File: config.mk
export PLATFORM = sky130hd
export DESIGN_NAME = mem_arbiter
export DESIGN_NICKNAME = d
export VERILOG_FILES = /design/src/rtl/mem_arb_pkg.sv /design/src/rtl/arb_watchdog.sv /design/src/rtl/mem_arbiter.sv
export SDC_FILE = /design/constraint.sdc
export NUM_CORES = 1
export LEC_CHECK = 0
export CAP_MARGIN = 30
export CORE_AREA = 2 2 106 108
export DETAILED_ROUTE_END_ITERATION = 16
export DIE_AREA = 0 0 108 110
export PLACE_DENSITY = 0.59
export SYNTH_ARGS = -nofsm -noshare
export SYNTH_HDL_FRONTEND = slang
export SYNTH_SLANG_ARGS = --single-unit
File: constraint.sdc
create_clock -name i_clk -period 2.36 [get_ports i_clk]
set_input_delay 0.708 -clock i_clk [delete_from_list [all_inputs] [get_ports i_clk]]
set_output_delay 0.708 -clock i_clk [all_outputs]
set_load 0.05 [all_outputs]
File: src/rtl/mem_arb_pkg.sv
// Shared types for mem_arbiter: FSM states, bus owner encoding and the default busy timeout.
package mem_arb_pkg;

  typedef enum logic [1:0] {
    IDLE    = 2'd0,
    BUSY_IF = 2'd1,
    BUSY_LS = 2'd2
  } state_t;

  typedef enum logic {
    OWN_IF = 1'b0,
    OWN_LS = 1'b1
  } owner_t;

  localparam int MEM_TIMEOUT_DEF = 16;

endpackage

File: src/rtl/arb_watchdog.sv
// Busy-cycle counter for mem_arbiter: cleared on issue, counts each busy cycle.
// expired is combinational in the cycle the count reaches TIMEOUT-1 while enabled.
module arb_watchdog
  import mem_arb_pkg::*;
#(
  parameter int TIMEOUT = MEM_TIMEOUT_DEF
) (
  input  logic i_clk,
  input  logic i_reset,
  input  logic clear,
  input  logic enable,
  output logic expired
);

  localparam logic [7:0] LIMIT = 8'(TIMEOUT - 1);

  logic [7:0] r_count;

  // TIMEOUT tops out at 255, so the count never passes 254 before the FSM leaves BUSY.
  always_ff @(posedge i_clk or negedge i_reset) begin
    if (!i_reset) begin
      r_count <= '0;
    end else if (clear) begin
      r_count <= '0;
    end else if (enable) begin
      r_count <= r_count + 8'd1;
    end
  end

  assign expired = enable && (r_count == LIMIT);

endmodule

File: src/rtl/mem_arbiter.sv
// IF/LS arbiter onto one memory port, one outstanding txn; grant same cycle, completion mirrors i_mem_rvalid.
// Requesters hold req until gnt; one bubble after each completion; MEM_ARB_RR_EN makes contention round-robin.
module mem_arbiter
  import mem_arb_pkg::*;
#(
  parameter int MEM_TIMEOUT = MEM_TIMEOUT_DEF
) (
  input  logic        i_clk,
  input  logic        i_reset,
  input  logic        i_if_req,
  input  logic [31:0] i_if_addr,
  output logic        o_if_gnt,
  output logic        o_if_rvalid,
  output logic [31:0] o_if_rdata,
  input  logic        i_ls_req,
  input  logic        i_ls_we,
  input  logic [31:0] i_ls_addr,
  input  logic [31:0] i_ls_wdata,
  input  logic [3:0]  i_ls_bmask,
  output logic        o_ls_gnt,
  output logic        o_ls_rvalid,
  output logic [31:0] o_ls_rdata,
  output logic        o_mem_req,
  output logic        o_mem_we,
  output logic [31:0] o_mem_addr,
  output logic [31:0] o_mem_wdata,
  output logic [3:0]  o_mem_bmask,
  input  logic        i_mem_rvalid,
  input  logic [31:0] i_mem_rdata,
  output logic        o_err
);

  state_t r_state;
  logic   w_idle;
  logic   w_issue;
  logic   w_pick_ls;
  logic   w_gnt_if;
  logic   w_gnt_ls;
  logic   w_busy;
  logic   w_expired;

  // Gating with i_reset keeps grants low while reset is held, even with requests pending.
  assign w_idle  = i_reset && (r_state == IDLE);
  assign w_issue = w_idle && (i_if_req || i_ls_req);

`ifdef MEM_ARB_RR_EN
  owner_t r_last_own;

  assign w_pick_ls = i_ls_req && (!i_if_req || (r_last_own == OWN_IF));

  always_ff @(posedge i_clk or negedge i_reset) begin
    if (!i_reset) begin
      r_last_own <= OWN_IF;
    end else if (w_issue) begin
      r_last_own <= w_pick_ls ? OWN_LS : OWN_IF;
    end
  end
`else
  assign w_pick_ls = i_ls_req;
`endif

  assign w_gnt_ls = w_issue && w_pick_ls;
  assign w_gnt_if = w_issue && !w_pick_ls;
  assign w_busy   = (r_state == BUSY_IF) || (r_state == BUSY_LS);

  arb_watchdog #(
    .TIMEOUT (MEM_TIMEOUT)
  ) u_watchdog (
    .i_clk   (i_clk),
    .i_reset (i_reset),
    .clear   (w_issue),
    .enable  (w_busy),
    .expired (w_expired)
  );

  always_ff @(posedge i_clk or negedge i_reset) begin
    if (!i_reset) begin
      r_state <= IDLE;
    end else begin
      case (r_state)
        IDLE: begin
          if (w_gnt_ls) begin
            r_state <= BUSY_LS;
          end else if (w_gnt_if) begin
            r_state <= BUSY_IF;
          end
        end
        BUSY_IF, BUSY_LS: begin
          if (i_mem_rvalid || w_expired) begin
            r_state <= IDLE;
          end
        end
        default: r_state <= IDLE;
      endcase
    end
  end

  assign o_if_gnt    = w_gnt_if;
  assign o_ls_gnt    = w_gnt_ls;
  assign o_mem_req   = w_issue;
  assign o_mem_we    = w_gnt_ls && i_ls_we;
  assign o_mem_addr  = w_gnt_ls ? i_ls_addr  : (w_gnt_if ? i_if_addr : 32'd0);
  assign o_mem_wdata = w_gnt_ls ? i_ls_wdata : 32'd0;
  assign o_mem_bmask = w_gnt_ls ? i_ls_bmask : (w_gnt_if ? 4'hF : 4'h0);

  // Completion outruns the watchdog when both land in the same cycle.
  assign o_if_rvalid = (r_state == BUSY_IF) && i_mem_rvalid;
  assign o_ls_rvalid = (r_state == BUSY_LS) && i_mem_rvalid;
  assign o_if_rdata  = o_if_rvalid ? i_mem_rdata : 32'd0;
  assign o_ls_rdata  = o_ls_rvalid ? i_mem_rdata : 32'd0;
  assign o_err       = w_expired && !i_mem_rvalid;

endmodule

# Yosys cells after proc, flatten, opt, wreduce, memory -nomap -nowiden
# Index checks and enable logic that the tools add are counted.
[totals]
input_bits = 138
register_bits = 10
word_cells = 39
output_inout_bits = 139
[classes]
muxes = 13
n_reduce_logical = 18
n_eq_ne = 5
addsub = 1
[ops]
columns = ["cell", "n"]
rows = [
  ["two-way mux 32 bit", 5],
  ["two-way mux 8 bit", 2],
  ["logical AND 1 bit", 9],
  ["adder 8 x 1 -> 8 bit (second input constant)", 1],
  ["equality test 8 x 4 -> 1 bit (second input constant)", 1],
  ["two-way mux 4 bit", 2],
  ["two-way mux 2 bit", 3],
  ["one-hot mux 2 bit (2 select lines)", 1],
  ["logical OR 1 bit", 3],
  ["!= test 3 bit (second input constant)", 1],
  ["equality test 2 x 1 -> 1 bit (second input constant)", 1],
  ["equality test 2 bit (second input constant)", 1],
  ["logical NOT 1 bit", 2],
  ["logical NOT 2 bit", 1],
  ["!= test 2 bit (second input constant)", 1],
  ["AND reduction 2 bit", 1],
  ["nonzero test 2 bit", 1],
  ["OR reduction 2 bit", 1],
]

# Logic depth before layout (Yosys ltp)
[logic_depth]
depth_word = 7
ltp_mapped = 7
depth_no_buf = 6

# By module
# From an unflattened synthesis, not the netlist that was laid out.
[unflattened]
cells_unflattened = 221
hier_area_um2 = 1662.8
[modules_own_cells]
columns = ["mod", "seq_area_each_um2", "cells_each", "n_inst", "area_each_um2"]
rows = [
  ["mem_arbiter", 50.0, 181, 1, 1248.7],
  ["arb_watchdog", 200.2, 40, 1, 414.1],
]

# Worst setup path before layout
# No wires, ideal clock.
[synth_path]
path_kind = "register -> output"
startpoint = "register r_state[0]"
endpoint = "output o_err"
arrival_time_ns = 2.165
path_buffers = 1
t_required_ns = 1.652
path_stages_with_launch = 6
slack_ns = -0.513
path_cell_list = "dfrtp_1 > inv_1 > ha_1 > buf_4 > nand4_1 > nor3_1"
[synth_between]
elab_chain_cells = 4
elab_cells_between_ends = 5
cone_classes = "2 x eq/ne; 3 x reduce/logical"
[synth_rtl]
columns = ["element", "line_no", "rtl"]
rows = [
  ["from (decl)", "mem_arbiter.sv:33", "state_t r_state;"],
  ["from (signal assigned)", "mem_arbiter.sv:78", "r_state <= IDLE;"],
  ["from (signal assigned)", "mem_arbiter.sv:83", "r_state <= BUSY_LS;"],
  ["from (signal assigned)", "mem_arbiter.sv:85", "r_state <= BUSY_IF;"],
  ["equality test 2 x 1 -> 1 bit / equality test 2 bit (equally long branches)", "mem_arbiter.sv:64", "assign w_busy = (r_state == BUSY_IF) || (r_state == BUSY_LS);"],
  ["logical OR 1 bit (*)", "mem_arbiter.sv:64", ""],
  ["logical AND 1 bit (*)", "arb_watchdog.sv:30", "assign expired = enable && (r_count == LIMIT);"],
  ["logical AND 1 bit (*)", "mem_arbiter.sv:111", "assign o_err = w_expired && !i_mem_rvalid;"],
  ["to (decl)", "mem_arbiter.sv:30", "output logic o_err"],
]
# Every way passes the cells marked *; elsewhere a longest branch is shown, timed or not.

# Worst setup path in the final report
[layout_path]
startpoint = "register r_state[1]"
endpoint = "output o_mem_addr[17]"
[layout_between]
elab_chain_cells = 6
elab_cells_between_ends = 7
cone_classes = "2 x mux; 5 x reduce/logical"
[layout_rtl]
columns = ["element", "line_no", "rtl"]
rows = [
  ["logical NOT 2 bit (*)", "mem_arbiter.sv:43", "assign w_idle = i_reset && (r_state == IDLE);"],
  ["logical AND 1 bit (*)", "mem_arbiter.sv:43", ""],
  ["logical AND 1 bit (*)", "mem_arbiter.sv:44", "assign w_issue = w_idle && (i_if_req || i_ls_req);"],
  ["logical AND 1 bit", "mem_arbiter.sv:63", "assign w_gnt_if = w_issue && !w_pick_ls;"],
  ["two-way mux 32 bit", "mem_arbiter.sv:102", "assign o_mem_addr = w_gnt_ls ? i_ls_addr : (w_gnt_if ? i_if_addr : 32'd0);"],
  ["two-way mux 32 bit (*)", "mem_arbiter.sv:102", ""],
  ["to (decl)", "mem_arbiter.sv:25", "output logic [31:0] o_mem_addr,"],
]
# Marked as above.

==> impl_results.md <==
- Status: finished with violations
- Failing checks: setup timing
- Sequential Power Share: 5.3%
- Crit-path max FO: 10
- Pwr Density: 687.2 nW/µm²
- Clock sinks: 10
- Post-Route WL: 14220 µm
- Latest clock arrival within the worst-skew pair: 240 ps
- Hold WS: 390.5 ps
- Buf/Inv on CP: 5
- Post-route ant nets: 0
- Crit path max-delay family: buffers and inverters
- Fin. Hold Viols: 0
- Via Count: 3047
- HPWL after DPL: approximately 10000 µm
- Yosys cell types: 33
- Die area: about 12000 µm²
- Syn Area/Cell: 7.219 µm²
- Critical path required time: 1650 ps
- Tcrit/Tclk final: 104.2%
- Largest net degree at the start of global routing: 36
- Fin crit period: 2458 ps
- CP Launch Type: register
- Area leader, netlist: and3_1
- Area of the multi-input gates: between 1500 and 2000 µm²
- Post-Synth XOR/XNOR Area: 1.610%
- Final instance area: 7069 µm²
- Mean number of vias per cell: 4.575
- Synth Register Bits: 10
- Mux share of post-synthesis cell area: 0.6135%
- Drt wl/cell: 21.35 µm
- Leak Pwr: 3.026 nW
- Share of post-route cells with drive strength above 1: 59.05%
- Nets: 668
- DP Area: 6152 µm²
- Row count: 38
- Count leader, synth: and3_1
- Max-Cap Viols: 0
- H-Tree Level Count: 1
- Global-route wire length before repair: 18560 µm
- Filler cells: 772
- Reg clk slew, reported paths: 50 ps
- FF-to-FF path depth: 6
- R2r setup slk: 640 ps
- Total CTS buffers: 3
- RR Startpoint: r_state[1]
- RSZ-0062 raised after global routing: yes
- PortBufs: between 200 and 300
- Initial Utilization: around 15%
- Root buffer cell: clkbuf_8
- Yosys warns: 0
- Post-synth EDFFs: 0
- Post-Synth Simple-Gate Area: 48.24%
- Syn Inst Count: approximately 230
- Post-Syn Area: roughly 1600 µm²
- Maximum VDD drop: between 0.0005 and 0.0006 V
- Seq/Total Area, Yosys: around 15%
- Initial antenna violation count: 1
- Design Power: 4.858 mW
- Worst-path cell chain: inv_2 -> ha_4 -> buf_4 -> nand3_4 -> inv_8 -> clkbuf_16 -> a22o_4 -> buf_12
- Residual DRC: 0
- Layout area overhead: 333.3%
- Tightest Pin Transition: between 200 and 300 ps
- WS Path Type: reg2out
- Max-Slew Margin vs Limit: 81.99%
- Worst Clk Skew: 1.723 ps
- Psw: 2.275 mW
- Final worst setup slack: -98.20 ps
- 1st-iter DRT viols: 118
- Synth area leaders: and3_1 25%, a22o_1 17%, dfrtp_1 15%
- Slew Limit Fails: 0
- Vias in the first global route: 2962
- Complex-gate fraction of the synthesized area: 22.70%
- Core Area: ~11000 µm²
- Synth cell count leaders: 64 x and3_1, 35 x and2_1, 32 x a22o_1
- Internal: 2.583 mW
- IO Pins: 277
- Top FF cell, synth: dfrtp_1
- Worst setup EP type: output pin
- TritonRoute pass-1 iters: 4
- Post-Synth Adder-Cell Area: ~3.1%
- Die Y: 110 µm
- CTS max path bufs: 2
- # hold bufs at CTS: 0
- Register area: 250.2 µm²
- Global-route usage over all layers: 20.57%
- CTS tree: built
- Fmax: slightly above 400 MHz
- Worst hold path class: in2async
- Combinational share of power: between 90% and 100%
- Asr flop ratio synth: 100.0%
- Critical-path top delay cell: dfrtp_1
- Clock power share: 4.4%
- Worst r2r dst: u_watchdog.r_count[7]
- Syn nets: 368
- Main combinational cell family by area after synthesis: simple AND/OR/NAND/NOR gates
- Die X: 108 µm
- Grt ovf: 0
- CP Data Arrival Time: ~1800 ps
- Final setup fails: 55
- Crit path largest cell delay: 360 ps
- Synth top area share: between 20% and 30%
- Switching share of power: ~47%
- GPL Wtd Cong: 0.8030
- Dpl ws: -519.1 ps
logic make-up (layout without fill, tap and decap cells):
family	Yosys count	after routing
adder cells (fa/ha/maj)	4	4
multiplexers	1	1
buffers and inverters	34	333
AO/OA/AOI/OAI	47	47
flip-flops	10	10
XOR/XNOR	3	3
other	0	1
AND/OR/NAND/NOR	127	127
worst register-to-register path, stage by stage (launching register included):
cell and delay, ps:
dfrtp_1 360, inv_2 60, ha_4 260, buf_4 150, nand4_4 130, or4_1 530, a21oi_1 160
layout by cell type (no fill, tap or decap), drive strengths merged:
master	n
a21oi	8
a22o	32
and2	35
and3	64
buf	181
clkbuf	10
clkdlybuf4s50	133
clkinv	1
dfrtp	10
diode	1
ha	4
inv	8
mux2i	1
nand2	6
nand3	3
nand3b	1
nand4	2
nand4b	1
nor2	6
nor3	1
o21ai	3
o21ba	1
o221ai	2
o31ai	1
or2	3
or2b	1
or3	2
or4	2
xnor2	1
xor2	2
final cells by class:
| class | instances | area share [%] |
|---|---|---|
| diodes | 1 | 0.03540 |
| repair buffers | 320 | 67.15 |
| multi-input cells | 182 | 25.43 |
| clock buffers | 4 | 0.7788 |
| well taps | 140 | 2.478 |
| inverters | 9 | 0.5841 |
| flip-flops and latches | 10 | 3.540 |
power by group through the flow:
stage          Combinational (mW)  Sequential [mW]  Clock (mW)
2_1_floorplan                1.77            0.254           0
3_3_place_gp                 3.70            0.255           0
3_5_place_dp                 3.74            0.259           0
4_1_cts                      4.00            0.256       0.220
5_1_grt                      4.54            0.262       0.233
6_report                     4.39            0.257       0.215
worst max-delay path by stage:
stage / startpoint / to / slack (ps) / cells after the start
finish: r_state[1] / o_mem_addr[17] / -100 / 8
detailed placement: i_reset / o_mem_wdata[11] / -520 / 6
global placement: i_reset / o_mem_addr[7] / -500 / 6
CTS: i_ls_req / o_mem_addr[25] / -80 / 7
floorplan: i_ls_req / o_mem_bmask[0] / -260 / 4
global route: r_state[0] / o_mem_addr[11] / -170 / 8
flip-flops by register name (all words and copies together), names as in the netlist:
name                count
r_state                 2
u_watchdog.r_count      8
through the flow:
stage	utilization (%)	std cells	TNS (ps)
floorplan	-	226	-1152
global placement	57.51	636	-48170
detailed placement	57.51	636	-48640
CTS	61.49	652	-1240
global route	66.06	665	-7819
finish	66.08	666	-3198
what timing repair did:
action / in CTS / in global routing
pin swaps: 4 / 5
gates cloned: 4 / 6
endpoints found under the setup margin: 139 / 114
gates resized for setup: 56 / 65
buffers inserted: 8 / 8
per-layer routing:
| layer | up-vias | global-route usage, % | wire length (µm) |
|---|---|---|---|
| met4 | 0 | 3.846 | 256 |
| met5 | - | 0 | 0 |
| met2 | 131 | 42.54 | 8182 |
| met1 | 1467 | 20.85 | 4743 |
| met3 | 20 | 4.821 | 1038 |
| li1 | 1429 | - | - |
Power figures use the tool's default switching activity.
